### src/rtl/lsu_byte_sequencer_pkg.sv
// Shared types and helpers for the byte-serial load/store sequencer.
// Size codes follow the core's DMCtrl encoding.
package lsu_pkg;

   typedef enum logic [2:0] {
      SZ_B  = 3'b000,
      SZ_H  = 3'b001,
      SZ_W  = 3'b010,
      SZ_BU = 3'b100,
      SZ_HU = 3'b101
   } size_e;

   typedef enum logic [1:0] {
      ST_IDLE,
      ST_XFER,
      ST_RESP
   } state_e;

   function automatic logic [2:0] size_to_bytes(input logic [2:0] code);
      logic [2:0] n;
      case (code)
         SZ_H, SZ_HU: n = 3'd2;
         SZ_W:        n = 3'd4;
         default:     n = 3'd1;
      endcase
      return n;
   endfunction

   // Unsigned sizes only make sense for loads, so a store with BU/HU is rejected.
   function automatic logic size_valid(input logic [2:0] code, input logic wr);
      logic ok;
      case (code)
         SZ_B, SZ_H, SZ_W: ok = 1'b1;
         SZ_BU, SZ_HU:     ok = !wr;
         default:          ok = 1'b0;
      endcase
      return ok;
   endfunction

   function automatic logic [31:0] extend(input logic [31:0] data, input logic [2:0] code);
      logic [31:0] res;
      case (code)
         SZ_B:    res = {{24{data[7]}}, data[7:0]};
         SZ_H:    res = {{16{data[15]}}, data[15:0]};
         SZ_BU:   res = {24'h000000, data[7:0]};
         SZ_HU:   res = {16'h0000, data[15:0]};
         default: res = data;
      endcase
      return res;
   endfunction

endpackage

### src/rtl/lsu_byte_sequencer_if.sv
// Request/response handshake plus byte-wide memory port of the sequencer.
// slave is the sequencer's view; master is the core/memory side.
interface lsu_byte_sequencer_if #(
   parameter int MEM_AW = 5
);
   logic              req_valid;
   logic              req_ready;
   logic [31:0]       req_addr;
   logic [31:0]       req_wdata;
   logic              req_DMWR;
   logic [2:0]        req_DMCtrl;
   logic              resp_valid;
   logic              resp_ready;
   logic [31:0]       resp_data;
   logic              resp_err;
   logic [MEM_AW-1:0] mem_addr;
   logic              mem_we;
   logic [7:0]        mem_wdata;
   logic [7:0]        mem_rdata;

   modport slave (
      input  req_valid, req_addr, req_wdata, req_DMWR, req_DMCtrl, resp_ready, mem_rdata,
      output req_ready, resp_valid, resp_data, resp_err, mem_addr, mem_we, mem_wdata
   );

   modport master (
      output req_valid, req_addr, req_wdata, req_DMWR, req_DMCtrl, resp_ready, mem_rdata,
      input  req_ready, resp_valid, resp_data, resp_err, mem_addr, mem_we, mem_wdata
   );
endinterface

### src/rtl/lsu_byte_sequencer_load_extend.sv
// Turns the little-endian assembly register into the sign/zero-extended load result.
module lsu_load_extend
   import lsu_pkg::*;
(
   input  logic [31:0] asm_i,
   input  logic [2:0]  code_i,
   output logic [31:0] data_o
);

   assign data_o = extend(asm_i, code_i);

endmodule

### src/rtl/lsu_byte_sequencer.sv
// Splits one load/store into 1/2/4 sequential byte accesses, lowest address first.
// Define LSU_MISALIGN_TRAP_EN to reject misaligned H/HU/W accesses instead of sequencing them.
module lsu_byte_sequencer
   import lsu_pkg::*;
#(
   parameter int MEM_DEPTH = 21,
   parameter int MEM_AW    = 5
) (
   input logic                 clk,
   input logic                 rst,
   lsu_byte_sequencer_if.slave bus
);

   state_e            state_q, state_d;
   logic [MEM_AW-1:0] addr_q, addr_d;
   logic [31:0]       wdata_q, wdata_d;
   logic              wr_q, wr_d;
   logic [2:0]        ctrl_q, ctrl_d;
   logic [2:0]        n_q, n_d;
   logic [1:0]        idx_q, idx_d;
   logic [31:0]       asm_q, asm_d;
   logic              err_q, err_d;

   logic [2:0]  reqN;
   logic [32:0] lastAddr;
   logic        reqErr;
   logic [31:0] extData;

   assign reqN = size_to_bytes(bus.req_DMCtrl);
   // 33-bit sum so a request wrapping past 0xFFFFFFFF is treated as out of range.
   assign lastAddr = {1'b0, bus.req_addr} + 33'(reqN) - 33'd1;

`ifdef LSU_MISALIGN_TRAP_EN
   logic misaligned;
   assign misaligned = ((reqN == 3'd2) && bus.req_addr[0]) ||
                       ((reqN == 3'd4) && (bus.req_addr[1:0] != 2'b00));
   assign reqErr = !size_valid(bus.req_DMCtrl, bus.req_DMWR) || misaligned ||
                   (lastAddr >= 33'(MEM_DEPTH));
`else
   assign reqErr = !size_valid(bus.req_DMCtrl, bus.req_DMWR) ||
                   (lastAddr >= 33'(MEM_DEPTH));
`endif

   lsu_load_extend u_extend (
      .asm_i  (asm_q),
      .code_i (ctrl_q),
      .data_o (extData)
   );

   always_comb begin
      state_d        = state_q;
      addr_d         = addr_q;
      wdata_d        = wdata_q;
      wr_d           = wr_q;
      ctrl_d         = ctrl_q;
      n_d            = n_q;
      idx_d          = idx_q;
      asm_d          = asm_q;
      err_d          = err_q;
      bus.req_ready  = 1'b0;
      bus.resp_valid = 1'b0;
      bus.mem_we     = 1'b0;
      bus.mem_addr   = '0;
      bus.mem_wdata  = 8'h00;
      case (state_q)
         ST_IDLE: begin
            bus.req_ready = 1'b1;
            if (bus.req_valid) begin
               addr_d  = bus.req_addr[MEM_AW-1:0];
               wdata_d = bus.req_wdata;
               wr_d    = bus.req_DMWR;
               ctrl_d  = bus.req_DMCtrl;
               n_d     = reqN;
               idx_d   = 2'd0;
               asm_d   = 32'h0;
               err_d   = reqErr;
               state_d = reqErr ? ST_RESP : ST_XFER;
            end
         end
         ST_XFER: begin
            bus.mem_addr = addr_q + MEM_AW'(idx_q);
            if (wr_q) begin
               bus.mem_we    = 1'b1;
               bus.mem_wdata = wdata_q[{idx_q, 3'b000} +: 8];
            end else begin
               asm_d[{idx_q, 3'b000} +: 8] = bus.mem_rdata;
            end
            idx_d = idx_q + 2'd1;
            if ({1'b0, idx_q} == n_q - 3'd1) begin
               state_d = ST_RESP;
            end
         end
         ST_RESP: begin
            bus.resp_valid = 1'b1;
            if (bus.resp_ready) begin
               state_d = ST_IDLE;
            end
         end
         default: state_d = ST_IDLE;
      endcase
   end

   // Only completed loads carry data; stores, errors and idle cycles read as zero.
   assign bus.resp_data = (state_q == ST_RESP && !err_q && !wr_q) ? extData : 32'h0;
   assign bus.resp_err  = (state_q == ST_RESP) && err_q;

   always_ff @(posedge clk or posedge rst) begin
      if (rst) begin
         state_q <= ST_IDLE;
         addr_q  <= '0;
         wdata_q <= 32'h0;
         wr_q    <= 1'b0;
         ctrl_q  <= 3'b000;
         n_q     <= 3'd0;
         idx_q   <= 2'd0;
         asm_q   <= 32'h0;
         err_q   <= 1'b0;
      end else begin
         state_q <= state_d;
         addr_q  <= addr_d;
         wdata_q <= wdata_d;
         wr_q    <= wr_d;
         ctrl_q  <= ctrl_d;
         n_q     <= n_d;
         idx_q   <= idx_d;
         asm_q   <= asm_d;
         err_q   <= err_d;
      end
   end

endmodule

### src/flat_wrapper.sv
// flat-port wrapper written by rule: the top's interface ports become plain ports
module lsu_byte_sequencer_flat import lsu_pkg::*;
#(
   parameter int MEM_DEPTH = 21,
   parameter int MEM_AW    = 5
)
  (clk, rst, bus_req_valid, bus_req_addr, bus_req_wdata, bus_req_DMWR, bus_req_DMCtrl, bus_resp_ready, bus_mem_rdata, bus_req_ready, bus_resp_valid, bus_resp_data, bus_resp_err, bus_mem_addr, bus_mem_we, bus_mem_wdata);
  lsu_byte_sequencer_if #(.MEM_AW(MEM_AW)) bus_i ();
  input logic clk;
  input logic rst;
  input wire logic [$bits(bus_i.req_valid)-1:0] bus_req_valid;
  input wire logic [$bits(bus_i.req_addr)-1:0] bus_req_addr;
  input wire logic [$bits(bus_i.req_wdata)-1:0] bus_req_wdata;
  input wire logic [$bits(bus_i.req_DMWR)-1:0] bus_req_DMWR;
  input wire logic [$bits(bus_i.req_DMCtrl)-1:0] bus_req_DMCtrl;
  input wire logic [$bits(bus_i.resp_ready)-1:0] bus_resp_ready;
  input wire logic [$bits(bus_i.mem_rdata)-1:0] bus_mem_rdata;
  output wire logic [$bits(bus_i.req_ready)-1:0] bus_req_ready;
  output wire logic [$bits(bus_i.resp_valid)-1:0] bus_resp_valid;
  output wire logic [$bits(bus_i.resp_data)-1:0] bus_resp_data;
  output wire logic [$bits(bus_i.resp_err)-1:0] bus_resp_err;
  output wire logic [$bits(bus_i.mem_addr)-1:0] bus_mem_addr;
  output wire logic [$bits(bus_i.mem_we)-1:0] bus_mem_we;
  output wire logic [$bits(bus_i.mem_wdata)-1:0] bus_mem_wdata;
  assign bus_i.req_valid = bus_req_valid;
  assign bus_i.req_addr = bus_req_addr;
  assign bus_i.req_wdata = bus_req_wdata;
  assign bus_i.req_DMWR = bus_req_DMWR;
  assign bus_i.req_DMCtrl = bus_req_DMCtrl;
  assign bus_i.resp_ready = bus_resp_ready;
  assign bus_i.mem_rdata = bus_mem_rdata;
  assign bus_req_ready = bus_i.req_ready;
  assign bus_resp_valid = bus_i.resp_valid;
  assign bus_resp_data = bus_i.resp_data;
  assign bus_resp_err = bus_i.resp_err;
  assign bus_mem_addr = bus_i.mem_addr;
  assign bus_mem_we = bus_i.mem_we;
  assign bus_mem_wdata = bus_i.mem_wdata;
  lsu_byte_sequencer #(.MEM_DEPTH(MEM_DEPTH), .MEM_AW(MEM_AW)) u_core (.clk(clk), .rst(rst), .bus(bus_i));
endmodule
### config.mk
export PLATFORM = sky130hd
export DESIGN_NAME = lsu_byte_sequencer_flat
export DESIGN_NICKNAME = d
export VERILOG_FILES = /design/src/rtl/lsu_byte_sequencer_pkg.sv /design/src/rtl/lsu_byte_sequencer_if.sv /design/src/rtl/lsu_byte_sequencer_load_extend.sv /design/src/rtl/lsu_byte_sequencer.sv /design/src/flat_wrapper.sv
export SDC_FILE = /design/constraint.sdc
export NUM_CORES = 1
export LEC_CHECK = 0
export ABC_AREA = 1
export CORE_ASPECT_RATIO = 0.5
export CORE_UTILIZATION = 50
export DETAILED_ROUTE_END_ITERATION = 10
export GPL_TIMING_DRIVEN = 1
export MAX_ROUTING_LAYER = met4
export PLACE_DENSITY_LB_ADDON = 0.15
export SETUP_SLACK_MARGIN = 0.02
export SYNTH_ARGS = -nofsm -noshare
export SYNTH_HDL_FRONTEND = slang
export SYNTH_HIERARCHICAL = 1
export SYNTH_SLANG_ARGS = --single-unit
### constraint.sdc
create_clock -name clk -period 4.03 [get_ports clk]
set_clock_uncertainty 0.05 [all_clocks]
set_input_delay 1.209 -clock clk [delete_from_list [all_inputs] [get_ports clk]]
set_output_delay 1.209 -clock clk [all_outputs]
set_load 0.02 [all_outputs]
# Yosys cells after proc, flatten, opt, wreduce, memory -nomap -nowiden
# Index checks and enable logic that the tools add are counted.
# word_totals
elab_cells	74
in_bits	80
output_inout_bits	49
reg_bits	81
# classes
eq_ne	14
muxes	22
magnitude_cmp	1
n_addsub	6
reduce_logical	19
shift	3
# ops
cell	count
one-hot mux 32 bit (4 select lines)	1
2-to-1 mux 32 bit	3
one-hot mux 32 bit (2 select lines)	1
adder 32 x 3 -> 33 bit	1
greater-or-equal comparator 33 x 5 -> 1 bit, second input constant	1
subtractor 33 x 1 -> 33 bit, second input constant	1
bitwise mux 32 bit	1
variable shift 8 x 7 -> 32 bit, first input constant	1
variable part select 32 x 6 -> 8 bit	1
variable part select 8 x 7 -> 32 bit	1
2-to-1 mux 8 bit	2
== test 3 bit, second input constant	4
2-to-1 mux 2 bit	5
negation 5 -> 7 bit	1
== test 3 x 1 -> 1 bit, second input constant	2
logical NOT 3 bit	2
!= test 2 bit, second input constant	3
one-hot mux 2 bit (3 select lines)	1
one-hot mux 3 bit (2 select lines)	1
AND reduction 3 bit	2
adder 5 x 2 -> 5 bit	1
2-to-1 mux 5 bit	1
logical NOT 1 bit	4
2-to-1 mux 1 bit	4
16 further kinds	20

# Depth between registers and ports, before layout
# Gate-level depths: netlist of run 1.
# depth
word_depth	10
depth_mapped	24
mapped_depth_nobuf	24

# Hierarchy
# Netlist of run 1, hierarchy kept.
# modules_own_cells
mod	area_per_inst_um2	seq_area_each_um2	n_inst	cells_per_inst
lsu_byte_sequencer	6712.7	2026.9	1	1088
lsu_load_extend	389.1	0.0	1	70

# Worst setup path before layout of run 1
# No wires, ideal clock.
# synth_timing
kind	input -> register
start	in bus_req_DMCtrl[1]
end	reg u_core.err_q
path_stages	22
path_slack_ns	0.442
t_required_ns	3.863
n_path_buf	0
setup_time_ns	0.117
t_arrival_ns	3.421
cell_sequence	inv_1 > nand2_1 > ha_1 > inv_1 > ha_1 > fa_1 > nand3_1 > nand2_1 > nand2_1 > nand2_1 > nand2_1 > nand2_1 > nand2_1 > nand2_1 > a21oi_2 > nand3_1 > nor2_1 > nand2_1 > nor2_2 > nand3_1 > o21ai_1 > inv_1
# synth_between
elab_chain_cells	7
elab_cells_between_ends	15
cone_classes	add/sub (2); order compare (1); eq/ne (4); mux (2); reduce/logical (6)
# synth_lines
item	line_no	text
start, declared	flat_wrapper.sv:15	input wire logic [$bits(bus_i.req_DMCtrl)-1:0] bus_req_DMCtrl;
== test 3 x 1 -> 1 bit / == test 3 bit (equally long branches)	lsu_byte_sequencer_pkg.sv:21, lsu_byte_sequencer_pkg.sv:32	
OR reduction 2 bit	lsu_byte_sequencer_pkg.sv:21	case (code)
one-hot mux 3 bit (2 select lines)	lsu_byte_sequencer_pkg.sv:21	
adder 32 x 3 -> 33 bit	lsu_byte_sequencer.sv:31	assign lastAddr = {1'b0, bus.req_addr} + 33'(reqN) - 33'd1;
subtractor 33 x 1 -> 33 bit	lsu_byte_sequencer.sv:31	
greater-or-equal comparator 33 x 5 -> 1 bit	lsu_byte_sequencer.sv:41	(lastAddr >= 33'(MEM_DEPTH));
logical OR 1 bit (*)	lsu_byte_sequencer.sv:40	assign reqErr = !size_valid(bus.req_DMCtrl, bus.req_DMWR) ||
end signal, assigned	lsu_byte_sequencer.sv:127	err_q <= err_d;
end, declared	lsu_byte_sequencer.sv:22	logic err_q, err_d;
# Mark *: on every way between the ends. The rest lies on a longest branch, timed or not.
# A chain may end at the register's enable or synchronous reset.

# Worst setup path in the final report of run 1
# layout_timing
start	in bus_req_addr[0]
end	reg u_core.err_q
# layout_between
elab_chain_cells	4
# layout_lines
item	line_no	text
start, declared	flat_wrapper.sv:12	input wire logic [$bits(bus_i.req_addr)-1:0] bus_req_addr;
adder 32 x 3 -> 33 bit	lsu_byte_sequencer.sv:31	
subtractor 33 x 1 -> 33 bit	lsu_byte_sequencer.sv:31	
greater-or-equal comparator 33 x 5 -> 1 bit	lsu_byte_sequencer.sv:41	
logical OR 1 bit	lsu_byte_sequencer.sv:40	
# No other way between the ends.

==> results of run 1 <==
[worst register-to-register path: stages, from the launching register on]
cell,delay [ns]
dfrtp_1,0.43
inv_1,0.41
ha_1,0.24
clkinv_1,0.39
a21oi_1,0.99
nand3_1,0.17
o21ai_0,0.14
[stage by stage]
stage / area, um2 / hold slack, ns
after global routing: 9017 / 0.4441
after CTS: 8947 / 0.4269
after floorplan: 7102 / 0.3936
final: 9017 / 0.4267
after detailed placement: 8612 / 0.4099
after global placement: 8612 / 0.4062
[cell usage after synthesis, types with 5 or more instances]
| master | count |
|---|---|
| o31ai_1 | 12 |
| o21ai_0 | 53 |
| nand3_1 | 96 |
| nor2_2 | 10 |
| dfrtp_1 | 81 |
| a21oi_1 | 38 |
| nand4_1 | 8 |
| nand2_1 | 386 |
| o211ai_1 | 7 |
| ha_1 | 41 |
| inv_2 | 7 |
| buf_2 | 5 |
| nand3b_1 | 5 |
| nor2_1 | 113 |
| nand2_2 | 8 |
| inv_1 | 208 |
| o21ai_1 | 8 |
| nor3_1 | 6 |
| clkbuf_1 | 17 |
| buf_4 | 8 |
[layout make-up]
class / count / area, um2
clock buffers: 9 / 225.2
well taps: 192 / 240.2
clock inverters: 7 / 110.1
inverters: 216 / 812.0
flip-flops and latches: 81 / 2027
fillers: 1302 / 4683
repair buffers: 153 / 1491
multi-input cells: 824 / 4111
[worst paths after layout]
path,startpoint,to,slack (ns),cells after the start
max reg2reg,u_core/idx_q[0],u_core/asm_q[1],1.14,6
max in group asynchronous,rst,u_core/state_q[0],2.09,3
min in group asynchronous,rst,u_core/asm_q[8],1.19,2
max,bus_req_addr[0],u_core/err_q,0.33,22
min,u_core/wdata_q[9],u_core/wdata_q[9],0.43,2
min reg2reg,u_core/wdata_q[9],u_core/wdata_q[9],0.43,2
[per-layer routing]
layer | track usage (%) | wire, um | up-vias | share of wire, %
met5 | - | 0 | - | 0
met4 | 5.569 | 253 | 0 | 1.3
met3 | 3.836 | 816 | 27 | 4.3
met2 | 47.42 | 9115 | 197 | 48
met1 | 34.37 | 8727 | 3378 | 46
li1 | - | - | 3839 | -
[power by group through the flow]
stage               Sequential, mW  Combinational, mW  Clock [mW]
floorplan                    0.828              0.332           0
CTS                          0.813              0.539       0.922
finish                       0.813              0.550       0.907
global route                 0.812              0.620       0.952
detailed placement           0.828              0.538           0
global placement             0.828              0.531           0
[flip-flops by register name, summed over array words and instances, names as in the netlist]
name and flops:
u_core/asm_q 32, u_core/wdata_q 32, u_core/addr_q 5, u_core/ctrl_q 3, u_core/n_q 3, u_core/idx_q 2, u_core/state_q 2, u_core/err_q 1
u_core/wr_q 1
[placed cells by master, fill, tap and decap left out, drive strengths merged]
cell type / instances
nand2: 394
inv: 218
nor2: 126
clkdlybuf4s50: 124
nand3: 100
dfrtp: 81
o21ai: 61
a21oi: 42
ha: 41
buf: 25
o31ai: 12
clkbuf: 9
nand4: 8
nor3: 8
o211ai: 7
nand3b: 5
dlymetal6s2s: 4
xnor2: 4
xor2: 4
o21bai: 3
bufinv: 2
a31oi: 2
clkinv: 2
fa: 2
clkinvlp: 1
a22oi: 1
and2: 1
o21a: 1
a211oi: 1
nor4: 1
[cells by family after synthesis]
logic type                 share of synthesized area [%]
AOI/OAI and AO/OA                                  10.29
DFF                                                28.54
xor gates and xnor gates                          0.9865
buffers and inverters                              14.31
adders and majority gates                          7.787
and+or+nand+nor                                    38.09
[repair_timing]
| item | CTS | global route |
|---|---|---|
| resized for setup | 0 | 19 |
| endpoints found under the setup margin | 0 | 3 |
| setup buffers | 0 | 1 |
==> flow_metrics.env, run 1 <==
export IMPL_outcome="complete, no violations"
export IMPL_ir_worst_vdd_v=0.0002226
export IMPL_cp_slowest_cell="fa_2"
export IMPL_fp_row_count=30
export IMPL_num_io_pins=129
export IMPL_critPathMaxFanout=4
export IMPL_grt_ovfl_total=0
export IMPL_cts_tree="built"
export IMPL_power_switching_uw=671.8
export IMPL_crit_top_cell="nand2_1"
export IMPL_antenna_found_initial=0
export IMPL_total_power_mw=2.269
export IMPL_first_pass_iters=5
export IMPL_worstMarginPinSlew_ns=1.077
export IMPL_drv_slew=0
export IMPL_timing_setup_tns_ns=0
export IMPL_p_leak_nw=4.986
export IMPL_ys_types=38
export IMPL_relSlewSlack_pct=28.18
export IMPL_via_per_inst=5.021
export IMPL_grt_max_degree=51
export IMPL_dp_cells=1465
export IMPL_post_drt_wl_per_cell_um=12.76
export IMPL_drive_above_1_share_pct=7.287
export IMPL_powerDensity_nw_per_um2=251.6
export IMPL_dieArea_um2=14710
export IMPL_hold_path_class="flop to flop"
export IMPL_grt_usage_pct=27.38
export IMPL_grt_pass1_wl_um=31480
export IMPL_ys_seq_area_share_pct=28.54
export IMPL_die_h_um=86.27
export IMPL_start_kind="input port"
export IMPL_path_buf_inv=4
export IMPL_vias=7441
export IMPL_utilization_pct=65.82
export IMPL_pwr_share_comb_pct=24.2
export IMPL_cts_sinks=81
export IMPL_synth_edf_count=0
export IMPL_cts_buffers=9
export IMPL_syn_num_nets=1281
export IMPL_gp_congestion=0.9049
export IMPL_synth_top_area_cell="dfrtp_1"
export IMPL_path_clk_slew_ns=0.06
export IMPL_hpwlAfterDp_um=15030
export IMPL_core_um2=13700
export IMPL_synthCells=1158
export IMPL_grt_pass1_vias=6821
export IMPL_clkPwrFrac_pct=40.0
export IMPL_initial_utilization_pct=51.84
export IMPL_fin_nets=1408
export IMPL_setup_viol=0
export IMPL_place_ws_ns=-0.3164
export IMPL_worst_slack_ns=0.3288
export IMPL_ys_ff_latch=81
export IMPL_insertion_delay_ns=0.33
export IMPL_crit_type="input port to flop"
export IMPL_drtIter0Drc=513
export IMPL_cp_required_ns=4.21
export IMPL_intPower_mw=1.597
export IMPL_fin_crit_sh_pct=91.84
export IMPL_cp_arrival_ns=3.88
export IMPL_holdBufCountCts=0
export IMPL_diodes=0
export IMPL_port_buffers=128
export IMPL_min_period_ns=3.701
export IMPL_finalHoldViolCount=0
export IMPL_wirelength_um=18910
export IMPL_max_freq_mhz=270.2
export IMPL_cts_root_buf="clkbuf_16"
export IMPL_cts_path_max_buffers=2
export IMPL_max_stage_delay_ns=0.44
export IMPL_ys_warn_count=6
export IMPL_die_w_um=170.5
export IMPL_p_sw_share_pct=29.61
export IMPL_synth_area_um2=7102
export IMPL_syn2layout_area_growth_pct=26.97
export IMPL_crit_chain="clkdlybuf4s50_1, inv_1, ha_1, inv_1, ha_4, fa_2, nand3_2, nand2_1, nand2_1, nand2_1, nand2_1, nand2_1, nand2_1, nand2_1, a21oi_2, nand3_1, nor2_1, nand2_1, nor2_2, nand3_1, o21ai_1, inv_1"
export IMPL_drc_errors=0
export IMPL_path_delay_family="simple AND/OR/NAND/NOR gates"
export IMPL_cp_end_kind="flop"
export IMPL_synthFlopType="dfrtp_1"
export IMPL_async_reset_ff_share_pct=100.0
export IMPL_synth_top_area_share_pct=28.54
export IMPL_final_cells=1482
export IMPL_syn_avg_cell_area_um2=6.133
export IMPL_final_antenna_net_count=0
export IMPL_pwr_share_seq_pct=35.8
export IMPL_htree_num_levels=3
export IMPL_cap_violations=0
export IMPL_synth_area_top_cells="dfrtp_1 29%, nand2_1 20%, inv_1 11%"
export IMPL_rsz0062_at_grt="false"
(Power assumes the default switching activity.)
==> run 2, diff against run 1 <==
CORE_MARGIN = 4   (was not set)
CTS_CLUSTER_SIZE = 16   (was not set)
==> run 2 against run 1 <==
Effect of this change:
- sequential cell count unchanged
- critical path depth unchanged
- wire length up 2.2%
- count of clock-buffer cells in the layout up 1
- via count down 0.93%
- design area down 0.79%
- critical path type unchanged
- largest power group unchanged
==> flow_metrics.env, run 2 (synthesis results as in run 1) <==
export IMPL_setup_viol=0
export IMPL_p_leak_nw=4.947
export IMPL_vias=7372
export IMPL_relSlewSlack_pct=28.84
export IMPL_cts_tree="built"
export IMPL_grt_pass1_wl_um=31880
export IMPL_rr_worst_depth=6
export IMPL_htree_num_levels=3
export IMPL_max_freq_mhz=264.3
export IMPL_mostFrequentLayoutCells="383 x nand2_1, 203 x inv_1, 125 x clkdlybuf4s50_1"
export IMPL_syn2layout_area_growth_pct=25.97
export IMPL_max_stage_delay_ns=0.47
export IMPL_cp_arrival_ns=3.95
export IMPL_fin_crit_sh_pct=93.88
export IMPL_die_w_um=176.5
export IMPL_insertion_delay_ns=0.33
export IMPL_cap_violations=0
export IMPL_start_kind="input port"
export IMPL_hpwlAfterDp_um=15630
export IMPL_grt_usage_pct=24.34
export IMPL_die_h_um=92.27
export IMPL_r2r_end="u_core/asm_q[5]"
export IMPL_fin_nets=1404
export IMPL_rsz0062_at_grt="false"
export IMPL_cp_required_ns=4.20
export IMPL_critPathMaxFanout=4
export IMPL_critPathLaunch="bus_req_addr[1]"
export IMPL_ir_worst_vdd_v=0.0001798
export IMPL_crit_chain="clkdlybuf4s50_1, inv_1, ha_4, inv_2, ha_4, fa_2, nand2_1, nand2_1, nand3_2, nand2_2, nand2_1, nand2_1, nor2_1, nand3_1, nor2_1, nand3_1, nor2_1, nand2_1, nor2_2, nand3_1, o21ai_1, inv_1"
export IMPL_crit_type="input port to flop"
export IMPL_cts_root_buf="clkbuf_16"
export IMPL_cts_buffers=9
export IMPL_crit_top_cell="nand2_1"
export IMPL_via_per_inst=4.988
export IMPL_hold_path_class="flop to flop"
export IMPL_final_antenna_net_count=0
export IMPL_num_io_pins=129
export IMPL_cts_path_max_buffers=2
export IMPL_grt_ovfl_total=0
export IMPL_total_power_mw=2.198
export IMPL_grt_pass1_vias=6796
export IMPL_powerDensity_nw_per_um2=245.7
export IMPL_cp_end_kind="flop"
export IMPL_worstMarginPinSlew_ns=1.067
export IMPL_path_clk_slew_ns=0.06
export IMPL_first_pass_iters=6
export IMPL_grt_max_degree=50
export IMPL_drtIter0Drc=565
export IMPL_cts_sinks=81
export IMPL_diodes=0
export IMPL_drv_slew=0
export IMPL_utilization_pct=65.12
export IMPL_min_period_ns=3.783
export IMPL_antenna_found_initial=0
export IMPL_post_drt_wl_per_cell_um=13.08
export IMPL_fin_hold_ws_ns=0.4275
export IMPL_core_um2=13740
export IMPL_wirelength_um=19340
export IMPL_gp_congestion=0.9260
export IMPL_cp_slowest_cell="clkdlybuf4s50_1"
export IMPL_cp_endpoint="u_core/err_q"
export IMPL_dieArea_um2=16290
export IMPL_drc_errors=0
export IMPL_fp_row_count=30
export IMPL_holdBufCountCts=0
export IMPL_initial_utilization_pct=51.69
export IMPL_rrSetupSlack_ns=1.21
export IMPL_port_buffers=128
export IMPL_r2r_start="u_core/idx_q[0]"
export IMPL_outcome="complete, no violations"
export IMPL_final_common_cell="nand2_1"
export IMPL_drive_above_1_share_pct=6.921
export IMPL_largestRegisters="u_core/asm_q: 32 flops, u_core/wdata_q: 32 flops, u_core/addr_q: 5 flops"
export IMPL_finalHoldViolCount=0
-- run 2: layout make-up --
class,instances,area [um2]
clock inverters,6,72.57
well taps,192,240.2
fillers,1327,4792
clock buffers,10,239.0
flip-flops and latches,81,2027
inverters,216,812.0
repair buffers,149,1446
multi-input cells,824,4109
-- run 2: where the power goes --
group | total, mW | internal [mW] | switching [mW]
sequential | 0.813 | 0.813 | 0
clock | 0.838 | 0.505 | 0.333
combinational | 0.547 | 0.222 | 0.325
total | 2.20 | 1.54 | 0.657
-- run 2: what timing repair did --
item | in CTS | in global routing
pin swaps | 0 | 11
resized for setup | 1 | 16
setup buffers | 0 | 0
endpoints found under the setup margin | 1 | 3
-- run 2: metrics by stage --
step / TNS [ns] / cells / area (um2) / setup WS, ns
final: 0 / 1478 / 8946 / 0.2468
after global routing: 0 / 1478 / 8946 / 0.01661
after CTS: 0 / 1478 / 8891 / 0.08997
after detailed placement: -0.8993 / 1462 / 8577 / -0.3224
after global placement: -0.5108 / 1462 / 8577 / -0.2000
after floorplan: 0 / 1158 / 7102 / 0.4424
-- run 2: metal layers --
metal  up-vias  GRT usage [%]  share of wire [%]
met4         0          4.955                1.2
li1       3826              -                  -
met3        21          3.171                4.9
met1      3330          31.97                 46
met2       195          40.79                 48
met5         -              -                  0
-- run 2: worst min-delay path by stage --
stage                                   from                 end  slack, ns  cells past startpoint
after global routing      u_core/wdata_q[24]  u_core/wdata_q[24]       0.45                      2
final                      u_core/wdata_q[9]   u_core/wdata_q[9]       0.43                      2
after detailed placement  u_core/wdata_q[11]  u_core/wdata_q[11]       0.41                      2
after floorplan           u_core/wdata_q[10]  u_core/wdata_q[10]       0.39                      2
after CTS                 u_core/wdata_q[14]  u_core/wdata_q[14]       0.43                      2
after global placement    u_core/wdata_q[10]  u_core/wdata_q[10]       0.41                      2
-- run 2: worst max-delay path, delay by kind of cell --
family	cells	cell delay, ns
AOI/OAI and AO/OA	1	0.09
adders and majority gates	3	0.82
buffers and inverters	4	0.63
and+or+nand+nor	14	1.21
==> run 3, diff against run 2 <==
SYNTH_HIERARCHICAL = not set   (was 1)
==> run 3 against run 2 <==
Effect of this change:
- fmax decreased by 2.1%
- synthesized cell count is 8.4% lower
- clock power up 2%
- critical path depth decreased by 15
- worst hold slack lost 0.0013 ns
- utilization increased by 2.5 points
- largest power group is now combinational logic
- highest routed layer unchanged
==> flow_metrics.env, run 3 <==
export IMPL_post_drt_wl_per_cell_um=13.64
export IMPL_cts_root_buf="clkbuf_16"
export IMPL_max_freq_mhz=258.9
export IMPL_cts_tree="built"
export IMPL_num_io_pins=129
export IMPL_multi_input_area_um2=3921
export IMPL_grt_ovfl_total=0
export IMPL_dieArea_um2=15420
export IMPL_syn2layout_area_growth_pct=30.13
export IMPL_insertion_delay_ns=0.34
export IMPL_placed_area_um2=8292
export IMPL_ys_types=34
export IMPL_met3_usage_pct=3.330
export IMPL_rsz0062_at_grt="true"
export IMPL_synth_most_common_cell="nand2_1"
export IMPL_synth_edf_count=0
export IMPL_max_stage_delay_ns=0.62
export IMPL_die_w_um=171.7
export IMPL_drv_slew=0
export IMPL_drc_errors=0
export IMPL_synth_top_area_cell="dfrtp_1"
export IMPL_core_um2=12880
export IMPL_synthCells=1061
export IMPL_cts_path_max_buffers=2
export IMPL_fin_area_um2=8716
export IMPL_wirelength_um=18800
export IMPL_synth_commonest_cells="315 x nand2_1, 191 x inv_1, 95 x nor2_1, 81 x dfrtp_1, 79 x o21ai_0"
export IMPL_path_buf_inv=3
export IMPL_final_common_cell="nand2_1"
export IMPL_synth_area_mux_share_pct=0
export IMPL_final_cells=1378
export IMPL_crit_type="flop to output pin"
export IMPL_grt_usage_pct=24.69
export IMPL_via_per_inst=5.166
export IMPL_powerDensity_nw_per_um2=365.1
export IMPL_synth_simple_gate_area_share_pct=35.18
export IMPL_initial_utilization_pct=52.00
export IMPL_critPathMaxFanout=16
export IMPL_synthFlopType="dfrtp_1"
export IMPL_fin_nets=1326
export IMPL_cp_end_kind="output pin"
export IMPL_fp_row_count=29
export IMPL_finalHoldViolCount=0
export IMPL_setup_viol=0
export IMPL_hold_path_class="flop to flop"
export IMPL_synth_top_family_by_area="simple AND/OR/NAND/NOR gates"
export IMPL_ys_seq_area_share_pct=30.26
export IMPL_ir_worst_vdd_v=0.0001892
export IMPL_final_antenna_net_count=0
export IMPL_grt_max_degree=47
export IMPL_syn_avg_cell_area_um2=6.313
export IMPL_first_pass_iters=5
export IMPL_synth_adder_area_share_pct=8.257
export IMPL_mostFrequentLayoutCells="310 x nand2_1, 182 x inv_1, 124 x clkdlybuf4s50_1"
export IMPL_utilization_pct=67.66
export IMPL_worstMarginPinSlew_ns=0.9381
export IMPL_port_buffers=128
export IMPL_synth_compound_area_share_pct=12.65
export IMPL_largestRegisters="u_core.asm_q: 32 flops, u_core.wdata_q: 32 flops, u_core.addr_q: 5 flops"
export IMPL_synth_area_um2=6698
export IMPL_p_leak_nw=4.350
export IMPL_vias=7119
export IMPL_grt_pass1_vias=6598
export IMPL_outcome="complete, no violations"
export IMPL_ys_ff_latch=81
export IMPL_cp_slowest_cell="clkdlybuf4s50_1"
export IMPL_die_h_um=89.84
export IMPL_path_delay_family="buffers and inverters"
export IMPL_async_reset_ff_share_pct=100.0
export IMPL_drtIter0Drc=612
export IMPL_cp_required_ns=2.77
export IMPL_cap_violations=0
export IMPL_synth_area_top_cells="dfrtp_1 30%, nand2_1 18%, inv_1 11%"
export IMPL_relSlewSlack_pct=36.98
export IMPL_seq_area_um2=2027
export IMPL_holdBufCountCts=0
export IMPL_diodes=0
export IMPL_htree_num_levels=3
export IMPL_grt_pass1_wl_um=30930
export IMPL_path_clk_slew_ns=0.06
export IMPL_crit_chain="inv_1, nand2_1, nor3_1, o31ai_1, buf_4, a21oi_1, clkdlybuf4s50_1"
export IMPL_synth_xor_area_share_pct=1.046
export IMPL_grt_busiest_layer="met2"
export IMPL_grtUsageMet2_pct=40.38
export IMPL_min_period_ns=3.863
export IMPL_drive_above_1_share_pct=8.940
export IMPL_use_met1_pct=33.36
export IMPL_gp_congestion=0.9338
export IMPL_hpwlAfterDp_um=14710
export IMPL_cp_arrival_ns=2.60
export IMPL_syn_num_nets=1184
export IMPL_start_kind="flop"
export IMPL_cts_sinks=81
export IMPL_antenna_found_initial=0
export IMPL_synth_top_area_share_pct=30.26
export IMPL_ys_warn_count=0
export IMPL_fin_crit_sh_pct=95.86
export IMPL_dp_cells=1360
export IMPL_cts_buffers=9
export IMPL_num_fill_cells=1134
[run 3: cell types whose count changed in the layout (fill, tap and decap cells not counted), sizes merged, moves of 10 or more]
cell	previous run	this run
nand3	100	70
nand4	8	20
o31ai	12	2
nor2	126	104
o21ai	61	79
nand2	394	329
a21oi	42	71
inv	217	199
[run 3: layout make-up]
| type | instances | area share, % |
|---|---|---|
| Timing Repair Buffer | 154 | 17.11 |
| Clock inverter | 6 | 0.8326 |
| Tap cell | 170 | 2.440 |
| Clock buffer | 10 | 2.742 |
| Sequential cell | 81 | 23.26 |
| Multi-Input combinational cell | 757 | 44.99 |
| Inverter | 200 | 8.628 |
[run 3: worst reg2reg max path: stages (launching register included)]
cell and delay (ns):
dfrtp_1 0.43, inv_2 0.37, ha_1 0.23, clkinv_1 0.37, nor3_1 0.86, nand3_1 0.17
o21ai_0 0.11
[run 3: logic make-up (layout without fill, tap and decap cells)]
group	Yosys count	in the layout
flops	81	81
buf+inv	223	370
simple gates	545	545
compound gates	161	161
xor+xnor	8	8
fa+ha+maj	43	43
[run 3: per-stage QoR]
| step | hold slack (ns) | worst slack, ns | power, mW | setup TNS, ns |
|---|---|---|---|---|
| floorplan | 0.3936 | 0.4266 | 1.931 | 0 |
| global placement | 0.4079 | -0.2649 | 2.272 | -0.6972 |
| detailed placement | 0.4099 | -0.3770 | 2.305 | -1.020 |
| CTS | 0.4271 | 0.02882 | 3.167 | 0 |
| global route | 0.4464 | -0.02323 | 3.412 | -0.03093 |
| finish | 0.4262 | 0.1669 | 3.182 | 0 |
[run 3: layer usage]
metal	wire, um	share of wire (%)
met1	8610	46
met2	8932	48
met3	1045	5.6
met4	208	1.1
met5	0	0
[run 3: path summary, 6_finish.rpt]
path | from | to | slack (ns) | depth (start not counted)
min | u_core.wdata_q[0] | u_core.wdata_q[0] | 0.43 | 2
max reg2reg | u_core.idx_q[0] | u_core.asm_q[2] | 1.35 | 6
max | u_core.state_q[0] | bus_resp_data[16] | 0.17 | 7
max in group asynchronous | rst | u_core.asm_q[0] | 2.03 | 3
min reg2reg | u_core.wdata_q[0] | u_core.wdata_q[0] | 0.43 | 2
min in group asynchronous | rst | u_core.asm_q[13] | 1.26 | 2
[run 3: what timing repair did]
action	4_1_cts	5_1_grt
setup endpoints to repair	2	16
gates resized for setup	2	34
hold endpoints to repair	0	0
pin swaps	1	15
buffers inserted	0	2
[run 3: power by group]
| part | internal (mW) | switching [mW] | leakage, nW | total [mW] |
|---|---|---|---|---|
| registers | 1.03 | 0.128 | 1.05 | 1.15 |
| logic | 0.442 | 0.732 | 3.14 | 1.17 |
| clock network | 0.506 | 0.349 | 0.155 | 0.854 |
